==> src/rtl/mul_pkg.sv <==
// Shared types and elaboration helpers for the iterative multiplier.
// Sequencer state encoding, iteration-count math and the BPC legality rule.
package mul_pkg;

  typedef enum logic [1:0] {IDLE, ITER, FIX, DONE} mul_state_t;

  localparam int DEF_WIDTH = 32;
  localparam int DEF_BPC   = 1;

  function automatic int calc_n(input int width, input int bpc);
    return width / bpc;
  endfunction

  function automatic int calc_cnt_w(input int width, input int bpc);
    return $clog2(width / bpc + 1);
  endfunction

  function automatic bit bpc_legal(input int width, input int bpc);
    return ((bpc == 1) || (bpc == 2) || (bpc == 4)) && ((width % bpc) == 0);
  endfunction

  localparam int DEF_N      = calc_n(DEF_WIDTH, DEF_BPC);
  localparam int DEF_CNT_W  = calc_cnt_w(DEF_WIDTH, DEF_BPC);
  localparam bit DEF_BPC_OK = bpc_legal(DEF_WIDTH, DEF_BPC);

endpackage

==> src/rtl/mul_sequencer_if.sv <==
// Request/result bundle between the core controller (master) and the multiplier (slave).
interface mul_sequencer_if #(
  parameter int WIDTH = 32
) ();
  logic             start;
  logic [WIDTH-1:0] src_a;
  logic [WIDTH-1:0] src_b;
  logic             signed_op;
  logic             long_op;
  logic             busy;
  logic             done;
  logic [WIDTH-1:0] result_lo;
  logic [WIDTH-1:0] result_hi;
  logic             flag_n;
  logic             flag_z;

  modport master (
    output start, src_a, src_b, signed_op, long_op,
    input  busy, done, result_lo, result_hi, flag_n, flag_z
  );

  modport slave (
    input  start, src_a, src_b, signed_op, long_op,
    output busy, done, result_lo, result_hi, flag_n, flag_z
  );
endinterface

==> src/rtl/mul_step.sv <==
// One shift-add iteration: adds mcand * mbits into acc_hi, then shifts the pair right by BPC.
// The partial-product sum is WIDTH+BPC bits so no carry is lost before the shift.
module mul_step #(
  parameter int WIDTH = 32,
  parameter int BPC   = 1
) (
  input  logic [WIDTH-1:0]     acc_hi,
  input  logic [WIDTH-BPC-1:0] acc_lo_upper,
  input  logic [WIDTH-1:0]     mcand,
  input  logic [BPC-1:0]       mbits,
  output logic [WIDTH-1:0]     acc_hi_next,
  output logic [WIDTH-1:0]     acc_lo_next
);
  localparam int SW = WIDTH + BPC;

  logic [SW-1:0] pp [BPC+1];

  assign pp[0] = {{BPC{1'b0}}, acc_hi};

  for (genvar gi = 0; gi < BPC; gi++) begin : g_pp
    assign pp[gi+1] = pp[gi] + (mbits[gi] ? (SW'(mcand) << gi) : '0);
  end

  // Low BPC bits of the sum become finished product bits in acc_lo.
  assign acc_hi_next = pp[BPC][SW-1:BPC];
  assign acc_lo_next = {pp[BPC][BPC-1:0], acc_lo_upper};
endmodule

==> src/rtl/mul_sequencer.sv <==
// Iterative WIDTH x WIDTH multiplier retiring BPC multiplier bits per cycle, with sign fix-up.
// Define MUL_EARLY_EXIT_EN to finish as soon as the remaining multiplier bits are all zero.
module mul_sequencer
  import mul_pkg::*;
#(
  parameter int WIDTH = 32,
  parameter int BPC   = 1
) (
  input logic          clk,
  input logic          reset,
  mul_sequencer_if.slave bus
);
  localparam int N      = calc_n(WIDTH, BPC);
  localparam int CNT_W  = calc_cnt_w(WIDTH, BPC);
  localparam bit BPC_OK = bpc_legal(WIDTH, BPC);

  if (!BPC_OK) begin : g_bpc_illegal
    $error("mul_sequencer: BPC must be 1, 2 or 4 and divide WIDTH");
  end

  mul_state_t       state_reg;
  logic [CNT_W-1:0] cnt_reg;
  logic [WIDTH-1:0] mcand_reg;
  logic [WIDTH-1:0] acc_hi_reg;
  logic [WIDTH-1:0] acc_lo_reg;
  logic             sign_reg;
  logic             long_reg;
  logic             busy_reg;
  logic             done_reg;
  logic [WIDTH-1:0] res_lo_reg;
  logic [WIDTH-1:0] res_hi_reg;
  logic             flag_n_reg;
  logic             flag_z_reg;

  logic [WIDTH-1:0]   acc_hi_next;
  logic [WIDTH-1:0]   acc_lo_next;
  logic [WIDTH-1:0]   a_abs;
  logic [WIDTH-1:0]   b_abs;
  logic               sign_in;
  logic [2*WIDTH-1:0] prod_raw;
  logic [2*WIDTH-1:0] prod_fix;

  // Magnitudes: the most negative value maps to 2^(WIDTH-1), which fits unsigned.
  assign a_abs   = (bus.signed_op && bus.src_a[WIDTH-1]) ? (~bus.src_a + WIDTH'(1)) : bus.src_a;
  assign b_abs   = (bus.signed_op && bus.src_b[WIDTH-1]) ? (~bus.src_b + WIDTH'(1)) : bus.src_b;
  assign sign_in = bus.signed_op & (bus.src_a[WIDTH-1] ^ bus.src_b[WIDTH-1]);

  assign prod_raw = {acc_hi_reg, acc_lo_reg};
  assign prod_fix = sign_reg ? (~prod_raw + (2*WIDTH)'(1)) : prod_raw;

  mul_step #(.WIDTH(WIDTH), .BPC(BPC)) u_step (
    .acc_hi      (acc_hi_reg),
    .acc_lo_upper(acc_lo_reg[WIDTH-1:BPC]),
    .mcand       (mcand_reg),
    .mbits       (acc_lo_reg[BPC-1:0]),
    .acc_hi_next (acc_hi_next),
    .acc_lo_next (acc_lo_next)
  );

`ifdef MUL_EARLY_EXIT_EN
  localparam int SH_W = $clog2(2*WIDTH + 1);
  logic [SH_W-1:0]    shamt;
  logic [WIDTH-1:0]   rem_mask;
  logic               rem_zero;
  logic [2*WIDTH-1:0] prod_aligned;

  // The low cnt*BPC bits of acc_lo are multiplier bits not yet retired.
  assign shamt        = SH_W'(cnt_reg) * SH_W'(BPC);
  assign rem_mask     = ~({WIDTH{1'b1}} << shamt);
  assign rem_zero     = (acc_lo_reg & rem_mask) == '0;
  assign prod_aligned = prod_raw >> shamt;
`endif

  always_ff @(posedge clk) begin
    if (reset) begin
      state_reg  <= IDLE;
      cnt_reg    <= '0;
      mcand_reg  <= '0;
      acc_hi_reg <= '0;
      acc_lo_reg <= '0;
      sign_reg   <= 1'b0;
      long_reg   <= 1'b0;
      busy_reg   <= 1'b0;
      done_reg   <= 1'b0;
      res_lo_reg <= '0;
      res_hi_reg <= '0;
      flag_n_reg <= 1'b0;
      flag_z_reg <= 1'b0;
    end else begin
      case (state_reg)
        IDLE, DONE: begin
          done_reg <= 1'b0;
          if (bus.start) begin
            mcand_reg  <= a_abs;
            acc_lo_reg <= b_abs;
            acc_hi_reg <= '0;
            sign_reg   <= sign_in;
            long_reg   <= bus.long_op;
            cnt_reg    <= CNT_W'(N);
            busy_reg   <= 1'b1;
            state_reg  <= ITER;
          end else begin
            state_reg  <= IDLE;
          end
        end
        ITER: begin
`ifdef MUL_EARLY_EXIT_EN
          if (rem_zero) begin
            {acc_hi_reg, acc_lo_reg} <= prod_aligned;
            cnt_reg   <= '0;
            state_reg <= FIX;
          end else begin
            acc_hi_reg <= acc_hi_next;
            acc_lo_reg <= acc_lo_next;
            cnt_reg    <= cnt_reg - CNT_W'(1);
            if (cnt_reg == CNT_W'(1)) state_reg <= FIX;
          end
`else
          acc_hi_reg <= acc_hi_next;
          acc_lo_reg <= acc_lo_next;
          cnt_reg    <= cnt_reg - CNT_W'(1);
          if (cnt_reg == CNT_W'(1)) state_reg <= FIX;
`endif
        end
        FIX: begin
          res_lo_reg <= prod_fix[WIDTH-1:0];
          res_hi_reg <= prod_fix[2*WIDTH-1:WIDTH];
          flag_n_reg <= long_reg ? prod_fix[2*WIDTH-1] : prod_fix[WIDTH-1];
          flag_z_reg <= long_reg ? (prod_fix == '0) : (prod_fix[WIDTH-1:0] == '0);
          busy_reg   <= 1'b0;
          done_reg   <= 1'b1;
          state_reg  <= DONE;
        end
        default: begin
          busy_reg  <= 1'b0;
          done_reg  <= 1'b0;
          state_reg <= IDLE;
        end
      endcase
    end
  end

  assign bus.busy      = busy_reg;
  assign bus.done      = done_reg;
  assign bus.result_lo = res_lo_reg;
  assign bus.result_hi = res_hi_reg;
  assign bus.flag_n    = flag_n_reg;
  assign bus.flag_z    = flag_z_reg;
endmodule

==> src/flat_wrapper.sv <==
// flat-port wrapper written by rule: the top's interface ports become plain ports
module mul_sequencer_flat import mul_pkg::*;
#(
  parameter int WIDTH = 32,
  parameter int BPC   = 1
)
  (clk, reset, bus_start, bus_src_a, bus_src_b, bus_signed_op, bus_long_op, bus_busy, bus_done, bus_result_lo, bus_result_hi, bus_flag_n, bus_flag_z);
  mul_sequencer_if #(.WIDTH(WIDTH)) bus_i ();
  input logic clk;
  input logic reset;
  input wire logic [$bits(bus_i.start)-1:0] bus_start;
  input wire logic [$bits(bus_i.src_a)-1:0] bus_src_a;
  input wire logic [$bits(bus_i.src_b)-1:0] bus_src_b;
  input wire logic [$bits(bus_i.signed_op)-1:0] bus_signed_op;
  input wire logic [$bits(bus_i.long_op)-1:0] bus_long_op;
  output wire logic [$bits(bus_i.busy)-1:0] bus_busy;
  output wire logic [$bits(bus_i.done)-1:0] bus_done;
  output wire logic [$bits(bus_i.result_lo)-1:0] bus_result_lo;
  output wire logic [$bits(bus_i.result_hi)-1:0] bus_result_hi;
  output wire logic [$bits(bus_i.flag_n)-1:0] bus_flag_n;
  output wire logic [$bits(bus_i.flag_z)-1:0] bus_flag_z;
  assign bus_i.start = bus_start;
  assign bus_i.src_a = bus_src_a;
  assign bus_i.src_b = bus_src_b;
  assign bus_i.signed_op = bus_signed_op;
  assign bus_i.long_op = bus_long_op;
  assign bus_busy = bus_i.busy;
  assign bus_done = bus_i.done;
  assign bus_result_lo = bus_i.result_lo;
  assign bus_result_hi = bus_i.result_hi;
  assign bus_flag_n = bus_i.flag_n;
  assign bus_flag_z = bus_i.flag_z;
  mul_sequencer #(.WIDTH(WIDTH), .BPC(BPC)) u_core (.clk(clk), .reset(reset), .bus(bus_i));
endmodule
==> config.mk <==
export PLATFORM = sky130hd
export DESIGN_NAME = mul_sequencer_flat
export DESIGN_NICKNAME = d
export VERILOG_FILES = /design/src/rtl/mul_pkg.sv /design/src/rtl/mul_sequencer_if.sv /design/src/rtl/mul_step.sv /design/src/rtl/mul_sequencer.sv /design/src/flat_wrapper.sv
export SDC_FILE = /design/constraint.sdc
export NUM_CORES = 1
export LEC_CHECK = 0
export BUFFER_PORTS_ARGS = -buffer_cell sky130_fd_sc_hd__buf_2
export CORE_MARGIN = 2
export CORE_UTILIZATION = 54
export DETAILED_ROUTE_END_ITERATION = 12
export GPL_TIMING_DRIVEN = 0
export HOLD_SLACK_MARGIN = 0.15
export PLACE_DENSITY_LB_ADDON = 0.3
export SLEW_MARGIN = 20
export SYNTH_ARGS = -nofsm -noshare
export SYNTH_HDL_FRONTEND = slang
export SYNTH_SLANG_ARGS = --single-unit
==> constraint.sdc <==
create_clock -name clk -period 4.1 [get_ports clk]
set_input_delay 0.205 -clock clk [delete_from_list [all_inputs] [get_ports clk]]
set_output_delay 0.205 -clock clk [all_outputs]
set_load 0.01 [all_outputs]
==> results of run 1 <==
## through the flow
| step | hold slack, ns | setup TNS [ns] |
|---|---|---|
| 2_1_floorplan | 0.341 | 0 |
| 3_5_place_dp | 0.462 | -0.964 |
| 6_report | 0.141 | -0.0159 |
| 5_1_grt | 0.157 | -0.0661 |
| 3_3_place_gp | 0.445 | -0.945 |
| 4_1_cts | 0.150 | 0 |
## power groups by stage
stage	clock network (W)	registers [W]	logic, W
floorplan	0	0.00253	0.00259
finish	0.00161	0.00254	0.00412
CTS	0.00161	0.00253	0.00400
detailed placement	0	0.00253	0.00381
global route	0.00167	0.00259	0.00450
global placement	0	0.00251	0.00375
## layer usage
layer  global-route usage (%)  vias to the layer above  part of all wire [%]
met3                     6.21                       92                   9.8
met4                     12.4                        2                   3.0
met1                     46.6                     5443                    45
met5                     1.36                        -                 0.096
met2                     48.0                      618                    42
li1                         -                     5752                     -
## layout make-up
type / instances / area, µm²
plain buffers: 103 / 397
clock buffers: 18 / 439
clock inverters: 14 / 126
fillers: 1879 / 7380
inverters: 34 / 128
multi-input cells: 1166 / 7490
flip-flops and latches: 174 / 3490
well taps: 275 / 344
repair buffers: 179 / 1090
## tightest hold or removal path, delay by kind of cell
family	cells	cell delay, ns
xor gates and xnor gates	1	0.14
buffers and inverters	1	0.11
AOI/OAI and AO/OA	1	0.08
## worst min-delay path by stage
stage | from | endpoint | slack, ns | depth (start not counted)
floorplan | bus_src_a[0] | u_core.mcand_reg[0]$_SDFFE_PP0P_ | 0.34 | 2
global placement | u_core.mcand_reg[0]$_SDFFE_PP0P_ | u_core.mcand_reg[0]$_SDFFE_PP0P_ | 0.45 | 2
detailed placement | u_core.mcand_reg[0]$_SDFFE_PP0P_ | u_core.mcand_reg[0]$_SDFFE_PP0P_ | 0.46 | 2
CTS | bus_src_b[5] | u_core.acc_lo_reg[5]$_SDFFE_PP0P_ | 0.15 | 4
global route | bus_src_a[17] | u_core.mcand_reg[17]$_SDFFE_PP0P_ | 0.16 | 3
finish | bus_src_a[17] | u_core.mcand_reg[17]$_SDFFE_PP0P_ | 0.14 | 3
## Yosys cell counts (all sizes together) (22+ instances only)
cell | count | share of area [%]
a31oi | 24 | 1.3
clkbuf | 102 | 3.4
o21ai | 69 | 3.0
inv | 33 | 1.1
nor2 | 173 | 5.7
dfxtp | 174 | 31
nor4 | 22 | 1.2
a211oi | 80 | 5.3
and2 | 35 | 1.9
o31ai | 27 | 1.8
xnor2 | 60 | 4.6
nand3 | 42 | 1.8
nand2 | 147 | 4.8
nor3 | 35 | 1.5
or3 | 24 | 1.3
o41ai | 23 | 1.9
xor2 | 80 | 6.2
or4 | 24 | 1.8
a21oi | 92 | 4.0
ha | 41 | 4.5
## repair_timing
action | 4_1_cts | 5_1_grt
buffers inserted | 12 | 1
endpoints found under the setup margin | 1 | 10
pin swaps | 14 | 5
endpoints found under the hold margin | 30 | 0
resized for setup | 30 | 5
hold buffers | 31 | 0
## cells by family after synthesis
logic type,count (synthesis),synth area share [%]
AND/OR/NAND/NOR,571,24.4
AO/OA/AOI/OAI,399,23.4
flip-flops,174,30.6
buffers and inverters,144,4.90
XOR/XNOR,140,10.8
adder cells (fa/ha/maj),42,4.68
multiplexers,14,1.26
==> results by group, run 1 <==
STA
  – Unrepaired setup endpoints after global routing: yes
  – Setup Viol. Count Final: 1
  – Hold Vio Cnt, Final: 0
  – Final period util: 100%
  – Slew Viols, Final: 0
  – Slew Limit Headroom: 40.6%
  – Clock Skews: 0.00856 ns
  – Final min period: 4.12 ns
  – Worst slew pin tran: around 0.89 ns
  – Top achievable clock speed: 0.243 GHz
  – Final WS setup: -0.0159 ns

Worst setup path
  – Cells on worst reg2reg path: 10
  – Worst Setup End Kind: flip-flop
  – CP Data Required Time: ~4.5 ns
  – CP arrival: approximately 4.5 ns
  – Worst path cell trace: or4_4 > buf_6 > or4_4 > or4_4 > o41ai_4 > xnor2_2 > or4b_1 > or4_4 > o41ai_4 > a32o_1
  – Max Fanout on Critical Path: 5
  – Most frequent CP cell: or4_4
  – CP Class: flip-flop to flip-flop
  – Slowest CP cell: or4_4
  – CP max stage delay: 0.57 ns
  – Critical path launch point: u_core.acc_lo_reg[20]$_SDFFE_PP0P_
  – Crit Reg-Reg Endpoint: u_core.bus.flag_z$_SDFFE_PP0P_
  – Delay-heaviest family, CP: simple AND/OR/NAND/NOR gates
  – Critical path depth in cells: 10
  – Crit path buffers/inverters: 1
  – Worst setup path end: u_core.bus.flag_z$_SDFFE_PP0P_
  – R2r setup slk: -0.02 ns
  – Worst R2R Start: u_core.acc_lo_reg[20]$_SDFFE_PP0P_
  – Startpoint Class: flip-flop

Final layout
  – Layout area overhead: 18.6%
  – Most frequent cells in the layout: nor2_1 (173), dfxtp_1 (168), nand2_1 (147)
  – Post-Layout Cell Count: 1,963
  – Final core occ: 64.7%
  – Final net count: about 1,800
  – Layout cells sized above 1: 13.4%
  – Most common cell after layout, fill and taps aside: nor2_1
  – Design Area, Final: 0.0135 mm²
  – Antenna cell count: 0

Drt
  – First-pass DRT Iterations: 9
  – Vias per cell: 6.07
  – Routed WL per cell: 18.6 µm
  – Final wirelength: 36,600 µm
  – Drt first-iter violations: 1,055
  – Vias post-DR: around 12,000
  – Post-route DRC: 1
  – Antenna viol nets, final: 0

Floorplanning
  – Die H: 149 µm
  – Core box area: 0.0209 mm²
  – Initial Util: 54.5%
  – Chip width: 149 µm
  – FP Rows: 53
  – I/O pin count: 137
  – Die area: around 0.022 mm²

Power and ir drop
  – Register share of total power: between 30% and 40%
  – Static leakage: 5.23 nW
  – Switching share of power: roughly 46%
  – Internal power: 0.00446 W
  – Clock power frac: 19.4%
  – Comb pwr share: 49.8%
  – Switch Pwr: 0.00382 W
  – Worst vdd ir: 312 µV
  – Total power: 0.00828 W
  – Pwr Density: 613 mW/mm²

Synth
  – Number of flops mapped to enable cells by yosys: 0
  – Mapped Nets: 1,595
  – Syn Inst Count: approximately 1,500
  – Library cells used by synthesis: 66
  – Post-Syn Area per Cell: 7.68 µm²
  – Post-synthesis sequential area ratio: 30.6%
  – Top_reg_cell synth: dfxtp_1
  – Seq cells post-synth: 174
  – Yosys warns: 0
  – Fraction of registers with async set/reset: 0%
  – Post-Syn Area: 0.0114 mm²

Clock tree
  – Clock transition at path regs: roughly 0.07 ns
  – CTS tree: built
  – Clock Latency Late Sink: 0.45 ns
  – Bufs on Longest Clock Path: 2
  – H-tree Lvls: 4
  – Clk sinks: 174
  – CTS root buf: clkbuf_16
  – CTS buffer count: 17

Global route
  – Antenna violations before repair: 1
  – Vias in the first global route: 10,645
  – Global-route wire length before repair: about 57,000 µm
  – Total track usage: 32.5%
  – GRT overflow: 0
  – Largest net degree at the start of global routing: 18

Run
  – MaxCap Viol Count: 0

Placed design
  – Place WS: -0.964 ns
  – HPWL Detailed: 27,700 µm
  – Placed cell area: around 0.012 mm²
  – Buffers on Ports: about 140
  – Placed Instances: 1,894
  – Placer Congestion: 0.972

Status
  – Status: finished, violations left
  – Failing checks: design-rule violations, negative setup slack

Worst hold path
  – Min-delay worst type: input pin to flip-flop
No activity file was read; power rests on OpenSTA's default activity.
==> run 2: changes to the inputs <==
Settings changed: MAX_ROUTING_LAYER from default to met4.
==> run 2 against run 1 <==
Net effect: the flow finishes with violations (negative setup slack); combinational power barely moved; clock-buffer cell count rose by 1; sequential share of layout area fell by 0.065 points; final cell count did not move; hold slack improved by 0.017 ns; utilization barely moved; clock skew rose by 0.0057 ns; non-clock buffer count rose by 1.
==> results by group, run 2 (synthesis gave the netlist of run 1 again) <==
Clock tree
  – CTS buffer count: 17
  – Bufs on Longest Clock Path: 2
  – Clk sinks: 174
  – CTS tree: built
  – Clock transition at path regs: 0.07 ns
  – Clock Latency Late Sink: 0.45 ns
  – CTS root buf: clkbuf_16
  – H-tree Lvls: 4

STA
  – Final period util: 100%
  – Top achievable clock speed: 0.244 GHz
  – Setup TNS: -0.000919 ns
  – Setup Viol. Count Final: 1
  – Slew Viols, Final: 0
  – Final min period: 4.10 ns
  – Unrepaired setup endpoints after global routing: yes
  – Slew Limit Headroom: between 40% and 50%
  – Final WS setup: -0.000919 ns
  – Worst slew pin tran: 0.885 ns
  – Hold Vio Cnt, Final: 0
  – Clock Skews: 0.0143 ns

Placed design
  – HPWL Detailed: 28,100 µm
  – Placed Instances: 1,894
  – Buffers on Ports: 135
  – Placer Congestion: about 1
  – Place WS: -0.996 ns

Final layout
  – Most common cell after layout, fill and taps aside: nor2_1
  – Antenna cell count: 0
  – Most frequent cells in the layout: nor2_1 (173), dfxtp_1 (171), nand2_1 (147)
  – Final net count: ~1,800
  – Layout area overhead: 18.7%
  – Post-Layout Cell Count: 1,963
  – Fill cell count: 1,886
  – Layout cells sized above 1: 13.2%

Drt
  – Drt first-iter violations: 1,251
  – Vias per cell: between 6 and 7
  – Final wirelength: 36,900 µm
  – First-pass DRT Iterations: 7
  – Antenna viol nets, final: 0
  – Routed WL per cell: 18.8 µm
  – Post-route DRC: 0
  – Vias post-DR: 11,851

Global route
  – Largest net degree at the start of global routing: 17
  – Global-route wire length before repair: roughly 57,000 µm
  – GRT overflow: 0
  – Antenna violations before repair: 0
  – Total track usage: between 30% and 40%
  – Vias in the first global route: 10,484

Power and ir drop
  – Worst vdd ir: 397 µV
  – Static leakage: 5.24 nW
  – Pwr Density: 613 mW/mm²

Floorplanning
  – I/O pin count: around 140
  – FP Rows: 53
  – Chip width: 149 µm
  – Die area: 0.0223 mm²
  – Core box area: 0.0209 mm²
  – Initial Util: 54.5%
  – Die H: 149 µm

Worst setup path
  – Startpoint Class: flip-flop
  – Worst Setup End Kind: flip-flop
  – Most frequent CP cell: or4_4
  – Slowest CP cell: or4_4
  – CP Data Required Time: 4.49 ns
  – Worst path cell trace: buf_6 > or4_4 > buf_6 > or4_4 > or4_4 > buf_4 > o31ai_1 > xor2_1 > nand4_1 > or4_4 > o41ai_4 > a32o_1
  – CP Class: flip-flop to flip-flop
  – Max Fanout on Critical Path: 4
  – Cells on worst reg2reg path: 12
  – CP max stage delay: 0.58 ns
  – CP arrival: 4.49 ns

Status
  – Status: finished, violations left
  – Failing checks: negative setup slack

Run
  – MaxCap Viol Count: 0

Worst hold path
  – Hold depth: 3
  – Min-delay worst type: input pin to flip-flop
==> run 2: cell types whose count changed in the layout (fill, tap and decap cells not counted), sizes merged <==
cell,previous run,this run
dlygate4sd3,31,32
inv,42,36
clkinv,1,4
bufinv,0,1
clkbuf,115,116
==> run 2: path summary, 6_finish.rpt <==
| kind | to | slack (ns) | from |
|---|---|---|---|
| setup / recovery | u_core.bus.flag_z$_SDFFE_PP0P_ | -0.0009 | u_core.acc_lo_reg[19]$_SDFFE_PP0P_ |
| hold / removal | u_core.mcand_reg[20]$_SDFFE_PP0P_ | 0.16 | bus_src_a[20] |
| setup reg to reg | u_core.bus.flag_z$_SDFFE_PP0P_ | -0.0009 | u_core.acc_lo_reg[19]$_SDFFE_PP0P_ |
| hold reg to reg | u_core.mcand_reg[0]$_SDFFE_PP0P_ | 0.46 | u_core.mcand_reg[0]$_SDFFE_PP0P_ |
==> run 2: worst max-delay path: cells and delay by family (launching register included) <==
kind,cells,cell delay (ns)
AND/OR/NAND/NOR,5,2.27
AO/OA/AOI/OAI,3,0.71
buffers and inverters,3,0.43
XOR/XNOR,1,0.34
flip-flops,1,0.31
==> run 2: through the flow <==
stage | utilization [%] | power (W) | cell area, µm² | hold slack [ns]
finish | 64.7 | 0.00829 | 13500 | 0.157
global route | 64.7 | 0.00878 | 13500 | 0.172
CTS | 64.6 | 0.00815 | 13500 | 0.154
detailed placement | 59.4 | 0.00634 | 12400 | 0.450
global placement | 59.4 | 0.00626 | 12400 | 0.445
floorplan | - | 0.00512 | 11400 | 0.341
==> run 2: area by class of cell <==
type | instances | area [µm²] | area share, %
Clock buffer | 19 | 453 | 3.35
Timing Repair Buffer | 179 | 1090 | 8.06
Buffer | 104 | 409 | 3.03
Inverter | 34 | 128 | 0.944
Sequential cell | 174 | 3490 | 25.8
Tap cell | 275 | 344 | 2.55
Clock inverter | 12 | 113 | 0.833
Multi-Input combinational cell | 1166 | 7500 | 55.4
==> run 2: power breakdown <==
group | internal, W | switching (W) | total [W]
Combinational | 0.00150 | 0.00263 | 0.00413
Sequential | 0.00215 | 0.000397 | 0.00255
Clock | 0.000870 | 0.000749 | 0.00162
==> run 2: layer usage <==
layer  global-route usage [%]  wire, µm  share of wire, %  vias to the layer above
met3                     6.30      3870                11                       73
met1                     46.9     16500                45                     5399
met2                     49.3     15600                42                      605
li1                         -         -                 -                     5774
met4                     9.24       782               2.1                        0
met5                        -         0                 0                        -
==> run 2: what timing repair did <==
| item | 4_1_cts | 5_1_grt |
|---|---|---|
| pin swaps | 13 | 4 |
| endpoints found under the hold margin | 32 | 0 |
| buffers inserted | 11 | 1 |
| gates cloned | 0 | 0 |
| setup endpoints to repair | 1 | 6 |
| resized for setup | 25 | 8 |
| hold buffers | 32 | 0 |
==> run 3: changes to the inputs <==
Settings changed: HOLD_SLACK_MARGIN 0.15 to 0.05, SKIP_CTS_REPAIR_TIMING from default to 1.
==> run 3 against run 2 <==
Net effect: the run still ends with negative setup slack left; final cell count decreased by 1.8%; global-route usage decreased by 0.88 points; register-to-register slack got worse by 0.07 ns; die area unchanged; critical path type unchanged; critical endpoint unchanged; highest routed layer unchanged.
==> results by group, run 3 (synthesis gave the netlist of run 1 again) <==
Status
  – Status: finished, violations left
  – Failing checks: negative setup slack

STA
  – Hold Vio Cnt, Final: 0
  – Final period util: 102%
  – Worst slew pin tran: 0.854 ns
  – Setup TNS: -0.0681 ns
  – Final WS setup: -0.0681 ns
  – Top achievable clock speed: 0.240 GHz
  – Clock Skews: 0.0102 ns
  – Unrepaired setup endpoints after global routing: yes
  – Slew Viols, Final: 0
  – Setup Viol. Count Final: 1
  – Final min period: 4.17 ns
  – Final Hold Slack: 0.0677 ns
  – Slew Limit Headroom: 43.1%

Final layout
  – Final net count: about 1,800
  – Layout area overhead: 15.5%
  – Post-Layout Cell Count: 1,927
  – Most frequent cells in the layout: nor2_1 (173), dfxtp_1 (168), nand2_1 (147)
  – Final core occ: 63.0%
  – Fill cell count: 1,927
  – Antenna cell count: 0
  – Most common cell after layout, fill and taps aside: nor2_1
  – Layout cells sized above 1: about an eighth

Drt
  – Vias post-DR: roughly 12,000
  – Drt first-iter violations: 1,298
  – First-pass DRT Iterations: 6
  – Routed WL per cell: 18.8 µm
  – Vias per cell: 6.03
  – Post-route DRC: 0
  – Final wirelength: between 30,000 and 40,000 µm
  – Antenna viol nets, final: 0

Global route
  – Largest net degree at the start of global routing: 17
  – GRT busiest layer: met2
  – GR Util met1: 46.5%
  – Global-route wire length before repair: roughly 55,000 µm
  – GRT overflow: 0
  – Grt met2 use: 47.1%
  – M3 GR Usage: 5.87%
  – Antenna violations before repair: 0
  – Vias in the first global route: 10,159
  – Total track usage: 32.6%

Placed design
  – Placed Instances: 1,894
  – HPWL Detailed: 28,100 µm
  – Place WS: -0.996 ns
  – Placer Congestion: 0.985
  – Buffers on Ports: 135

Worst setup path
  – Startpoint Class: flip-flop
  – Cells on worst reg2reg path: 9
  – Worst R2R Start: u_core.acc_lo_reg[10]$_SDFFE_PP0P_
  – CP arrival: ~4.6 ns
  – Critical path launch point: u_core.acc_lo_reg[10]$_SDFFE_PP0P_
  – CP Class: flip-flop to flip-flop
  – Worst Setup End Kind: flip-flop
  – Max Fanout on Critical Path: 7
  – CP Data Required Time: 4.49 ns

Floorplanning
  – FP Rows: 53
  – Die area: 0.0223 mm²
  – Initial Util: 54.5%
  – Die H: about 150 µm
  – Core box area: 0.0209 mm²
  – Chip width: ~150 µm
  – I/O pin count: 137

Run
  – MaxCap Viol Count: 0

Clock tree
  – Clock transition at path regs: 0.07 ns
  – Bufs on Longest Clock Path: 2
  – Clk sinks: 174
  – Clock Latency Late Sink: 0.44 ns
  – CTS tree: built
  – CTS root buf: clkbuf_16
  – H-tree Lvls: 4
  – CTS buffer count: 17

Worst hold path
  – Hold depth: 3
  – Min-delay worst type: input pin to flip-flop
  – Min-delay src: bus_src_a[1]

Power and ir drop
  – Static leakage: 5.08 nW
  – Pwr Density: 622 mW/mm²
  – Worst vdd ir: approximately 350 µV
[run 3: changes by cell type in the layout (fill, tap and decap cells not counted), sizes merged]
cell,delta
dlygate4sd3,-31
buf,-4
clkbuf,-1
[run 3: area by class of cell]
type / instances / area [µm²] / area share (%)
buffer: 103 / 405 / 3.08
timing repair buffer: 144 / 746 / 5.67
sequential: 174 / 3490 / 26.5
clock inverter: 12 / 113 / 0.856
tap: 275 / 344 / 2.61
inverter: 34 / 128 / 0.970
clock buffer: 19 / 453 / 3.44
multi-input combinational: 1166 / 7480 / 56.9
[run 3: worst paths after layout]
path                                      end  slack [ns]
min reg2reg  u_core.mcand_reg[0]$_SDFFE_PP0P_        0.46
min          u_core.mcand_reg[1]$_SDFFE_PP0P_        0.07
max reg2reg    u_core.bus.flag_z$_SDFFE_PP0P_       -0.07
max            u_core.bus.flag_z$_SDFFE_PP0P_       -0.07
[run 3: report_power, final]
group          internal [W]  switching, W
registers           0.00215      0.000393
logic               0.00143       0.00259
clock network      0.000870      0.000743
[run 3: stage by stage]
step,power (W),instance area [µm²]
floorplan,0.00512,11400
global placement,0.00626,12400
detailed placement,0.00634,12400
CTS,0.00793,13000
global route,0.00867,13200
finish,0.00819,13200
[run 3: worst max-delay path, stage by stage, from the launching register on]
cell	delay, ns
dfxtp_2	0.38
or4_4	0.57
or4_1	0.58
or4_4	0.61
o41ai_4	0.27
xnor2_2	0.15
or4b_1	0.56
or4_4	0.57
o41ai_4	0.27
a32o_1	0.17
[run 3: metal layers]
layer | part of all wire (%) | vias to the layer above
met5 | 0 | -
met1 | 46 | 5338
met4 | 2.1 | 0
met2 | 42 | 530
li1 | - | 5690
met3 | 9.5 | 66
